File: config.mk
export PLATFORM = sky130hd
export DESIGN_NAME = hdpldadapt_tx_async_ssr_serializer
export DESIGN_NICKNAME = d
export VERILOG_FILES = /design/src/rtl/hdpldadapt_sr_pkg.sv /design/src/rtl/hdpldadapt_sr_shift_reg.sv /design/src/rtl/hdpldadapt_tx_async_ssr_serializer.sv
export SDC_FILE = /design/constraint.sdc
export NUM_CORES = 1
export LEC_CHECK = 0
export ABC_AREA = 1
export CAP_MARGIN = 15
export CORE_MARGIN = 4
export CORE_UTILIZATION = 55
export DETAILED_ROUTE_END_ITERATION = 10
export PLACE_DENSITY_LB_ADDON = 0.15
export SLEW_MARGIN = 20
export SYNTH_ARGS = -nofsm -noshare
export SYNTH_HDL_FRONTEND = slang
export SYNTH_HIERARCHICAL = 1
export SYNTH_SLANG_ARGS = --single-unit
File: constraint.sdc
create_clock -name tx_clock_async_tx_osc_clk -period 3.7 [get_ports tx_clock_async_tx_osc_clk]
set_input_delay 0.555 -clock tx_clock_async_tx_osc_clk [delete_from_list [all_inputs] [get_ports tx_clock_async_tx_osc_clk]]
set_output_delay 0.555 -clock tx_clock_async_tx_osc_clk [all_outputs]
set_load 0.03 [all_outputs]
File: src/rtl/hdpldadapt_sr_pkg.sv
// ---------------------------------------------------------------------------
// hdpldadapt_sr_pkg : state encoding and counter sizing for the SSR serializer/deserializer
// Revision 1.0
// ---------------------------------------------------------------------------
`default_nettype none

package hdpldadapt_sr_pkg;

  typedef enum logic [2:0] {
    SR_IDLE  = 3'd0,
    SR_LOAD  = 3'd1,
    SR_CAPT  = 3'd2,
    SR_SHIFT = 3'd3,
    SR_GAP   = 3'd4
  } sr_state_e;

  localparam int SR_GAP_CNT_W = 8;

  // Bit counter must index DATA_WIDTH-1 down to 0; keep it at least one bit wide.
  function automatic int sr_bit_cnt_w(input int width);
    return (width < 2) ? 1 : $clog2(width);
  endfunction

endpackage

`default_nettype wire

File: src/rtl/hdpldadapt_sr_shift_reg.sv
// ---------------------------------------------------------------------------
// hdpldadapt_sr_shift_reg : shadow register, bit counter and registered serial bit
// Revision 1.0
// ---------------------------------------------------------------------------
`default_nettype none

module hdpldadapt_sr_shift_reg #(
  parameter int   DATA_WIDTH       = 3,
  parameter int   CNT_W            = 2,
  parameter logic SHADOW_RESET_VAL = 1'b1
) (
  input  logic                  clk,
  input  logic                  rst,
  input  logic                  capture,
  input  logic                  shift,
  input  logic [DATA_WIDTH-1:0] par_in,
  output logic                  ser_out,
  output logic [CNT_W-1:0]      bit_cnt
);

  logic [DATA_WIDTH-1:0] shadow_q, shadow_d;
  logic [CNT_W-1:0]      cnt_q, cnt_d;
  logic                  ser_q, ser_d;
  logic                  next_bit;

  // Shadow stays untouched while shifting; the counter selects the outgoing bit.
  generate
    if (DATA_WIDTH == 1) begin : g_single
      assign next_bit = shadow_q[0];
    end else begin : g_multi
      logic [CNT_W-1:0] cnt_dec;
      assign cnt_dec  = cnt_q - CNT_W'(1);
      assign next_bit = shadow_q[cnt_dec];
    end
  endgenerate

  always_comb begin
    shadow_d = shadow_q;
    cnt_d    = cnt_q;
    ser_d    = SHADOW_RESET_VAL;
    if (capture) begin
      shadow_d = par_in;
      cnt_d    = CNT_W'(DATA_WIDTH - 1);
      ser_d    = par_in[DATA_WIDTH-1];
    end else if (shift && (cnt_q != '0)) begin
      cnt_d = cnt_q - CNT_W'(1);
      ser_d = next_bit;
    end
  end

  always_ff @(posedge clk or posedge rst) begin
    if (rst) begin
      shadow_q <= {DATA_WIDTH{SHADOW_RESET_VAL}};
      cnt_q    <= '0;
      ser_q    <= SHADOW_RESET_VAL;
    end else begin
      shadow_q <= shadow_d;
      cnt_q    <= cnt_d;
      ser_q    <= ser_d;
    end
  end

  assign ser_out = ser_q;
  assign bit_cnt = cnt_q;

endmodule

`default_nettype wire

File: src/rtl/hdpldadapt_tx_async_ssr_serializer.sv
// ---------------------------------------------------------------------------
// hdpldadapt_tx_async_ssr_serializer : periodic SSR load, capture and MSB-first framed serial output
// Revision 1.0
// ---------------------------------------------------------------------------
`default_nettype none

module hdpldadapt_tx_async_ssr_serializer
  import hdpldadapt_sr_pkg::*;
#(
  parameter int   DATA_WIDTH       = 3,
  parameter int   GAP_CYCLES       = 2,
  parameter logic SHADOW_RESET_VAL = 1'b1
) (
  input  logic                  tx_clock_async_tx_osc_clk,
  input  logic                  tx_reset_async_tx_osc_clk_rst,
  input  logic                  sr_enable,
  input  logic [DATA_WIDTH-1:0] tx_async_fabric_hssi_ssr_reserved,
  output logic                  tx_async_fabric_hssi_ssr_load,
  output logic                  sr_data_out,
  output logic                  sr_frame_start,
  output logic                  sr_frame_done,
  output logic                  sr_busy
);

  localparam int CNT_W = sr_bit_cnt_w(DATA_WIDTH);
  localparam logic [CNT_W-1:0] CNT_ONE = CNT_W'(1);
  localparam logic [SR_GAP_CNT_W-1:0] GAP_LAST =
    SR_GAP_CNT_W'((GAP_CYCLES == 0) ? 0 : GAP_CYCLES - 1);

  sr_state_e               state_q, state_d;
  logic [SR_GAP_CNT_W-1:0] gap_q, gap_d;
  logic                    load_q, load_d;
  logic                    start_q, start_d;
  logic                    done_q, done_d;
  logic                    busy_q, busy_d;
  logic                    sr_capture, sr_shift, sr_last;
  logic [CNT_W-1:0]        bit_cnt;

  assign sr_last = (bit_cnt == '0);

  always_comb begin
    state_d    = state_q;
    gap_d      = gap_q;
    load_d     = 1'b0;
    start_d    = 1'b0;
    done_d     = 1'b0;
    sr_capture = 1'b0;
    sr_shift   = 1'b0;
    case (state_q)
      SR_IDLE: begin
        if (sr_enable) begin
          state_d = SR_LOAD;
          load_d  = 1'b1;
        end
      end
      SR_LOAD: state_d = SR_CAPT;
      SR_CAPT: begin
        state_d    = SR_SHIFT;
        sr_capture = 1'b1;
        start_d    = 1'b1;
        done_d     = (DATA_WIDTH == 1);
      end
      SR_SHIFT: begin
        if (!sr_last) begin
          sr_shift = 1'b1;
          done_d   = (bit_cnt == CNT_ONE);
        end else if (GAP_CYCLES != 0) begin
          state_d = SR_GAP;
          gap_d   = GAP_LAST;
        end else if (sr_enable) begin
          state_d = SR_LOAD;
          load_d  = 1'b1;
        end else begin
          state_d = SR_IDLE;
        end
      end
      SR_GAP: begin
        if (gap_q != '0) begin
          gap_d = gap_q - SR_GAP_CNT_W'(1);
        end else if (sr_enable) begin
          state_d = SR_LOAD;
          load_d  = 1'b1;
        end else begin
          state_d = SR_IDLE;
        end
      end
      default: state_d = SR_IDLE;
    endcase
    busy_d = (state_d != SR_IDLE);
  end

  always_ff @(posedge tx_clock_async_tx_osc_clk or posedge tx_reset_async_tx_osc_clk_rst) begin
    if (tx_reset_async_tx_osc_clk_rst) begin
      state_q <= SR_IDLE;
      gap_q   <= '0;
      load_q  <= 1'b0;
      start_q <= 1'b0;
      done_q  <= 1'b0;
      busy_q  <= 1'b0;
    end else begin
      state_q <= state_d;
      gap_q   <= gap_d;
      load_q  <= load_d;
      start_q <= start_d;
      done_q  <= done_d;
      busy_q  <= busy_d;
    end
  end

  hdpldadapt_sr_shift_reg #(
    .DATA_WIDTH       (DATA_WIDTH),
    .CNT_W            (CNT_W),
    .SHADOW_RESET_VAL (SHADOW_RESET_VAL)
  ) u_shift_reg (
    .clk     (tx_clock_async_tx_osc_clk),
    .rst     (tx_reset_async_tx_osc_clk_rst),
    .capture (sr_capture),
    .shift   (sr_shift),
    .par_in  (tx_async_fabric_hssi_ssr_reserved),
    .ser_out (sr_data_out),
    .bit_cnt (bit_cnt)
  );

  assign tx_async_fabric_hssi_ssr_load = load_q;
  assign sr_frame_start                = start_q;
  assign sr_frame_done                 = done_q;
  assign sr_busy                       = busy_q;

endmodule

`default_nettype wire

# == Word-level counts from Yosys, hierarchy flattened ==
# Index checks and enable logic that the tools add are counted.
# totals
out_inout_bits,5
regBits,21
word_cells,50
# op_classes
mux,22
order_cmp,1
add_sub_neg,2
n_eq_ne,7
reduce_logical,9
# ops
operator,count
2-to-1 mux 8 bit,2
one-hot mux 8 bit (2 select lines),1
one-hot mux 3 bit (5 select lines),1
2-to-1 mux 1 bit,11
2-to-1 mux 3 bit,3
nonzero test 8 bit,1
"subtractor 8 x 1 -> 8 bit, second input constant",1
"equality test 3 x 2 -> 1 bit, second input constant",2
nonzero test 2 bit,3
2-to-1 mux 2 bit,2
"!= test 2 bit, second input constant",2
"equality test 3 x 1 -> 1 bit, second input constant",1
"equality test 3 bit, second input constant",1
logical NOT 3 bit,1
"less-than comparator 2 x 3 -> 1 bit, second input constant",1
AND reduction 3 bit,1
nonzero test 3 bit,1
binary-select mux 1 bit (select 2 bit),1
"equality test 2 x 1 -> 1 bit, second input constant",1
logical NOT 2 bit,1
one-hot mux 1 bit (2 select lines),1
"subtractor 2 x 1 -> 2 bit, second input constant",1
logical AND 1 bit,1

# == Longest topological paths before layout ==
# Gate-level depths: netlist (run 1).
# depth
word_depth,6
mapped_depth,8

# == Hierarchy ==
# Netlist (run 1), hierarchy kept.
# by_module_without_submodules
module,seq_area_each_um2,instances,cells_each,area_per_inst_um2
hdpldadapt_tx_async_ssr_serializer,375.4,1,105,853.3
hdpldadapt_sr_shift_reg,155.1,1,35,291.5

# == Least setup slack after synthesis (run 1) ==
# Ideal clock, no wire load.
# synth_timing
kind,register -> register
start,register gap_q[0]
end,"register busy_q, in the netlist sr_busy"
setup_ns,0.122
n_path_buf,0
setup_slack_ns,2.347
required_time_ns,3.578
period_less_slack_ns,1.353
arrival_ns,1.231
path_stages_with_launch,8
path_cell_list,dfrtp_1 > inv_1 > ha_1 > nand2_1 > o21ai_2 > nand2_4 > nor2_2 > nand2_1
# synth_via
elab_chain_len,4
# synth_rtl
item,line,source
start: declaration,hdpldadapt_tx_async_ssr_serializer.sv:31,"logic [SR_GAP_CNT_W-1:0] gap_q, gap_d;"
start signal: assignment,hdpldadapt_tx_async_ssr_serializer.sv:102,gap_q <= gap_d;
nonzero test 8 bit,hdpldadapt_tx_async_ssr_serializer.sv:78,if (gap_q != '0) begin
2-to-1 mux 3 bit,hdpldadapt_tx_async_ssr_serializer.sv:78,
one-hot mux 3 bit (5 select lines),hdpldadapt_tx_async_ssr_serializer.sv:49,case (state_q)
named net state_d[2],hdpldadapt_tx_async_ssr_serializer.sv:30,"sr_state_e state_q, state_d;"
nonzero test 3 bit,hdpldadapt_tx_async_ssr_serializer.sv:89,busy_d = (state_d != SR_IDLE);
named net busy_d,hdpldadapt_tx_async_ssr_serializer.sv:35,"logic busy_q, busy_d;"
end signal: assignment,hdpldadapt_tx_async_ssr_serializer.sv:106,busy_q <= busy_d;
end: declaration,hdpldadapt_tx_async_ssr_serializer.sv:35,
# The timed path passes the listed nets, and every way through them passes these cells.
# A chain may end at the register's enable or synchronous reset.

# == Final worst setup path (run 1) ==
# layout_timing
start,"register u_shift_reg.ser_q, in the netlist u_shift_reg/ser_out"
end,output port sr_data_out
# layout_rtl
item,line,source
start: declaration,hdpldadapt_sr_shift_reg.sv:23,"logic ser_q, ser_d;"
start signal: assignment,hdpldadapt_sr_shift_reg.sv:59,ser_q <= ser_d;
end: declaration,hdpldadapt_tx_async_ssr_serializer.sv:19,"output logic sr_data_out,"
# No word-level cell between the ends.

==> results of run 1 <==
## final cells by class
cell class / instances / area, sq um / share of cell area [%]
clock buffer: 4 / 26.3 / 2.01
inverter: 24 / 91.3 / 7.00
multi-input combinational: 95 / 523 / 40.1
sequential: 21 / 531 / 40.7
tap: 27 / 33.8 / 2.59
timing repair buffer: 10 / 100 / 7.67
## per-stage QoR
stage,total power [mW],utilization (%),cells
global route,1.03,66.5,181
detailed placement,0.831,65.2,177
global placement,0.816,65.2,177
CTS,0.947,66.5,181
finish,0.935,66.5,181
floorplan,0.722,-,140
## worst paths after layout
check | from | end | cells after the start
max | u_shift_reg/ser_out | sr_data_out | 1
min | u_shift_reg/shadow_q[2] | u_shift_reg/shadow_q[2] | 2
max reg2reg | gap_q[1] | sr_busy | 7
min reg2reg | u_shift_reg/shadow_q[2] | u_shift_reg/shadow_q[2] | 2
max in group asynchronous | tx_reset_async_tx_osc_clk_rst | sr_frame_start | 2
min in group asynchronous | tx_reset_async_tx_osc_clk_rst | u_shift_reg/bit_cnt[0] | 2
## where the power goes
group,leakage [nW],switching (mW),internal [mW],total [mW]
clock,0.0150,0.0675,0.0421,0.110
sequential,0.260,0.0524,0.315,0.367
combinational,0.340,0.290,0.168,0.458
total,0.615,0.410,0.525,0.935
## flip-flops by register name, summed over array words and instances (netlist names)
name,flops
tx_async_fabric_hssi_ssr_load,1
sr_frame_done,1
u_shift_reg/ser_out,1
gap_q,8
u_shift_reg/shadow_q,3
u_shift_reg/bit_cnt,2
sr_busy,1
sr_frame_start,1
state_q,3
## cells by family (layout without fill, tap and decap cells)
family                   after synthesis  count (layout)  synth area share, %
AND/OR/NAND/NOR                       75              75                 33.9
buffers and inverters                 24              38                 7.98
flip-flops                            21              21                 46.3
AO/OA/AOI/OAI                         16              16                 8.09
adder cells (fa/ha/maj)                2               2                 2.19
XOR/XNOR                               2               2                 1.53
## placed cells by master (no fill, tap or decap), types with 4 or more instances in the layout
cell	instances
clkdlybuf4s50_1	10
dfrtp_1	17
dfstp_2	4
inv_1	19
inv_2	4
nand2_1	32
nand3_1	7
nor2_1	15
nor2_2	4
nor2_4	4
o21ai_0	5
o21ai_1	4
## layer usage
layer  vias up  share of wire (%)  track usage [%]
met5         -                  0                0
met3         4                3.5             3.60
met1       386                 50             22.0
met4         0                1.4             7.66
met2        16                 45             29.8
li1        459                  -                -
==> run metrics, run 1 <==
CP Cell Sequence=clkdlybuf4s50_1; CP top delay family=buffers and inverters; vias in the first global route=864; Pleak=0.615 nW; Final Hold Viols=0; Post-Synthesis Cell Area=1140 sq um; core area=1960 sq um; Die Ht=53.6 um; # hold bufs at CTS=0; clock skew=0.00346 ns; Fin Setup TNS=0 ns; most common cell in the netlist=nand2_1; Final Critical Period=2.04 ns; number of synthesized flops with an enable pin=0; IO Pins=11; wire length per cell=11.1 um; Final Wtd Congestion=0.858; CP required=3.14 ns; Slew Limit Headroom=59.2%; initial antenna violation count=0; latest clock arrival within the worst-skew pair=0.30 ns; Setup WS pre-CTS=1.99 ns; CTS Buf Count=3; Worst-path clk slew=0.11 ns; GRT Util Overall=17.8%; syn_nets=148; crit end category=primary output; largest net degree at the start of global routing=16; Achievable Freq=0.490 GHz; asr flop ratio synth=100%; max-cap violations=0; CP Max Fanout=1; post-synthesis sequential area ratio=46.3%; WP data arrival=1.48 ns; peak supply drop=527 uV; Final Cell Area=1310 sq um; final cycle utilization of the critical path=55.1%; Clock Sinks=21; Clock Root Buffer=clkbuf_4; Rows=16; H-tree levels=1; Final setup viols=0; drc violations=0; Commonest cells post-synth=nand2_1 (32), inv_1 (19), dfrtp_1 (17), nor2_1 (15), nand3_1 (7); antenna cells=0; HPWL after DPL=1.50 mm; Pwr Density=716 nW/um^2; Synth Area per Inst=8.18 sq um; reg2reg setup slack=2.19 ns; Synth-to-Final Area Change=14.0%; clock buffer depth=2; ys flop type=dfrtp_1; Yosys top cell by area=dfrtp_1; unique cell type count in the Yosys netlist=27; Max Slew Vio Count=0; status=completed; initial detailed-routing violation count=14; share of post-route cells with drive strength above 1=18.8%; Avg Vias per Cell=4.78; CP max stage cell=clkdlybuf4s50_1; Post-Route WL=2.00 mm; #FFs+latches synth=21; RSZ-0062 raised after global routing=no; Final ANT Viol Nets=0; Syn Inst Count=140; TritonRoute pass-1 iters=5; hold_ws=0.473 ns; top post-synthesis cells by area=dfrtp_1 (37%), nand2_1 (10%), dfstp_2 (9.2%); worst-margin pin slew=0.611 ns; die area=2880 sq um; first-pass GRT wire length=3.63 mm; WS Path Type=reg2out; postcts setup bufs=0; via count=865; fillers=182; Synth Warn #=6; Synth top area share=37.2%; cts repair resizes=0; CP startpoint kind=flop; DP Area=1280 sq um; CTS tree=done; GRT overflow=0; Critical path buffers and inverters=1; final worst slack=1.66 ns; port bufs=10; CP peak stage delay=0.66 ns; initial core utilization=58.4%; layout net count=163; Die Wd=53.6 um; Min-Delay Path Class=reg2reg
Note: power is estimated with default switching activity, not from simulation.
==> run 2: changes to the inputs <==
==> constraint.sdc (replaced) <==
create_clock -name tx_clock_async_tx_osc_clk -period 1.9 [get_ports tx_clock_async_tx_osc_clk]
set_input_delay 0.285 -clock tx_clock_async_tx_osc_clk [delete_from_list [all_inputs] [get_ports tx_clock_async_tx_osc_clk]]
set_output_delay 0.285 -clock tx_clock_async_tx_osc_clk [all_outputs]
set_load 0.03 [all_outputs]
==> run 2 against run 1 <==
Effect of this change: first-iteration DRC count is 57% higher; critical endpoint unchanged; clock skew decreased by 0.00052 ns; sequential cell count unchanged; sequential power up 96%; worst hold slack worse by 0.26 ns; highest routed layer unchanged; wire length is 1.9% higher; power is 96% higher; clock power increased by 96%; critical path type unchanged.
==> run metrics, run 2 (same netlist as run 1, synthesis figures left out) <==
CP Max Fanout=1 (unchanged); FF-to-FF path depth=7 (unchanged); initial core utilization=58.4% (unchanged); CP peak stage delay=0.66 ns (about the same); Clock Sinks=21 (unchanged); Clock Root Buffer=clkbuf_4; Critical path buffers and inverters=1 (unchanged); Die Ht=53.6 um (unchanged); Inst Count DP=177 (unchanged); initial antenna violation count=0 (unchanged); postcts setup bufs=0 (unchanged); Fin Setup TNS=0 ns (unchanged); clock buffer depth=2 (unchanged); largest net degree at the start of global routing=16 (unchanged); HPWL after DPL=1.55 mm (+3.0%); initial detailed-routing violation count=22 (+8); Post-Route WL=2.04 mm (+1.9%); layout net count=163 (unchanged); share of post-route cells with drive strength above 1=18.8% (unchanged); CP required=1.62 ns (-1.52 ns); Min-Delay Path Class=in2async; worst r2r src=gap_q[0]; Rows=16 (unchanged); latest clock arrival within the worst-skew pair=0.30 ns (about the same); peak supply drop=1040 uV (+97%); WP data arrival=1.49 ns (about the same); Final Wtd Congestion=0.832 (-3.0%); CP Cell Sequence=clkdlybuf4s50_1; final cycle utilization of the critical path=93.6%; core area=1960 sq um (unchanged); port bufs=10 (unchanged); Top reg by flops=gap_q; via count=890 (+2.9%); RSZ-0062 raised after global routing=no; max-cap violations=0 (unchanged); status=completed; Max Slew Vio Count=0 (unchanged); Final ANT Viol Nets=0 (unchanged); Final setup viols=0 (unchanged); overall power=1.83 mW (+96%); cts repair resizes=0 (unchanged); GRT Util Overall=18.1% (+0.34 points); fin cells=181 (unchanged); Final Cell Area=1310 sq um (unchanged); Largest register FFs=8 (unchanged); Final Hold Viols=0 (unchanged); Slew Limit Headroom=61.3% (+2.1 points); Die Wd=53.6 um (unchanged); clock skew=0.00294 ns (-0.000518 ns); CTS tree=done; TritonRoute pass-1 iters=4 (-1); Achievable Freq=0.562 GHz; Synth-to-Final Area Change=14.0% (unchanged); leading cell types in the layout, fill and taps excluded=nand2_1 (32), inv_1 (19), dfrtp_1 (17); drc violations=0 (unchanged); IO Pins=11 (unchanged); biggest regs=gap_q x8, state_q x3, u_shift_reg/shadow_q x3; CP startpoint kind=flop; die area=2880 sq um (unchanged); antenna cells=0 (unchanged); # hold bufs at CTS=0 (unchanged); reg2reg setup slack=0.40 ns (-1.79 ns); RR Endpoint=sr_busy; Avg Vias per Cell=4.92 (+2.9%); worst-margin pin slew=0.580 ns (-0.0312 ns); most common cell after layout, fill and taps aside=nand2_1; CP top delay family=buffers and inverters; H-tree levels=1 (unchanged); Worst-path clk slew=0.11 ns (about the same); Pwr Density=1400 nW/um^2 (+96%); vias in the first global route=896 (+3.7%); Final Critical Period=1.78 ns; GRT overflow=0 (unchanged); DP Area=1280 sq um (unchanged); crit end category=primary output; first-pass GRT wire length=3.76 mm (+3.6%); Pleak=0.615 nW (unchanged); CP max stage cell=clkdlybuf4s50_1; CTS Buf Count=3 (unchanged); WS Path Type=reg2out; wire length per cell=11.3 um (+1.9%)
## run 2: cell counts in the layout (fill, tap and decap cells not counted)
Identical to the previous run, type by type.
## run 2: worst max path at each step
stage | startpoint | endpoint | slack [ns] | depth (start not counted)
after CTS | u_shift_reg/ser_out | sr_data_out | 0.11 | 1
final | u_shift_reg/ser_out | sr_data_out | 0.12 | 1
after floorplan | gap_q[0] | sr_busy | 0.55 | 7
after global routing | u_shift_reg/ser_out | sr_data_out | 0.07 | 1
after global placement | u_shift_reg/ser_out | sr_data_out | 0.47 | 1
after detailed placement | gap_q[0] | sr_busy | 0.42 | 7
## run 2: power by group
| group | switching, mW | leakage [nW] | internal, mW |
|---|---|---|---|
| combinational | 0.567 | 0.340 | 0.328 |
| sequential | 0.108 | 0.260 | 0.613 |
| clock | 0.134 | 0.0150 | 0.0818 |
| total | 0.809 | 0.615 | 1.02 |
## run 2: cell type report
type / count / area (sq um)
repair buffers: 10 / 100
clock buffers: 4 / 26.3
well taps: 27 / 33.8
inverters: 24 / 91.3
multi-input cells: 95 / 523
fillers: 186 / 657
flip-flops and latches: 21 / 531
## run 2: metal layers
metal / track usage (%) / vias up / routed length [um]
li1: - / 463 / -
met1: 25.4 / 409 / 1020
met2: 27.6 / 15 / 938
met3: 3.32 / 3 / 65
met4: 7.23 / 0 / 17
met5: 0 / - / 0
## run 2: metrics by stage
step	util (%)	setup slack, ns	hold WS [ns]
3_5_place_dp	65.2	0.417	0.465
3_3_place_gp	65.2	0.469	0.455
4_1_cts	66.5	0.110	0.214
5_1_grt	66.5	0.0736	0.218
2_1_floorplan	-	0.547	0.0731
6_report	66.5	0.121	0.212
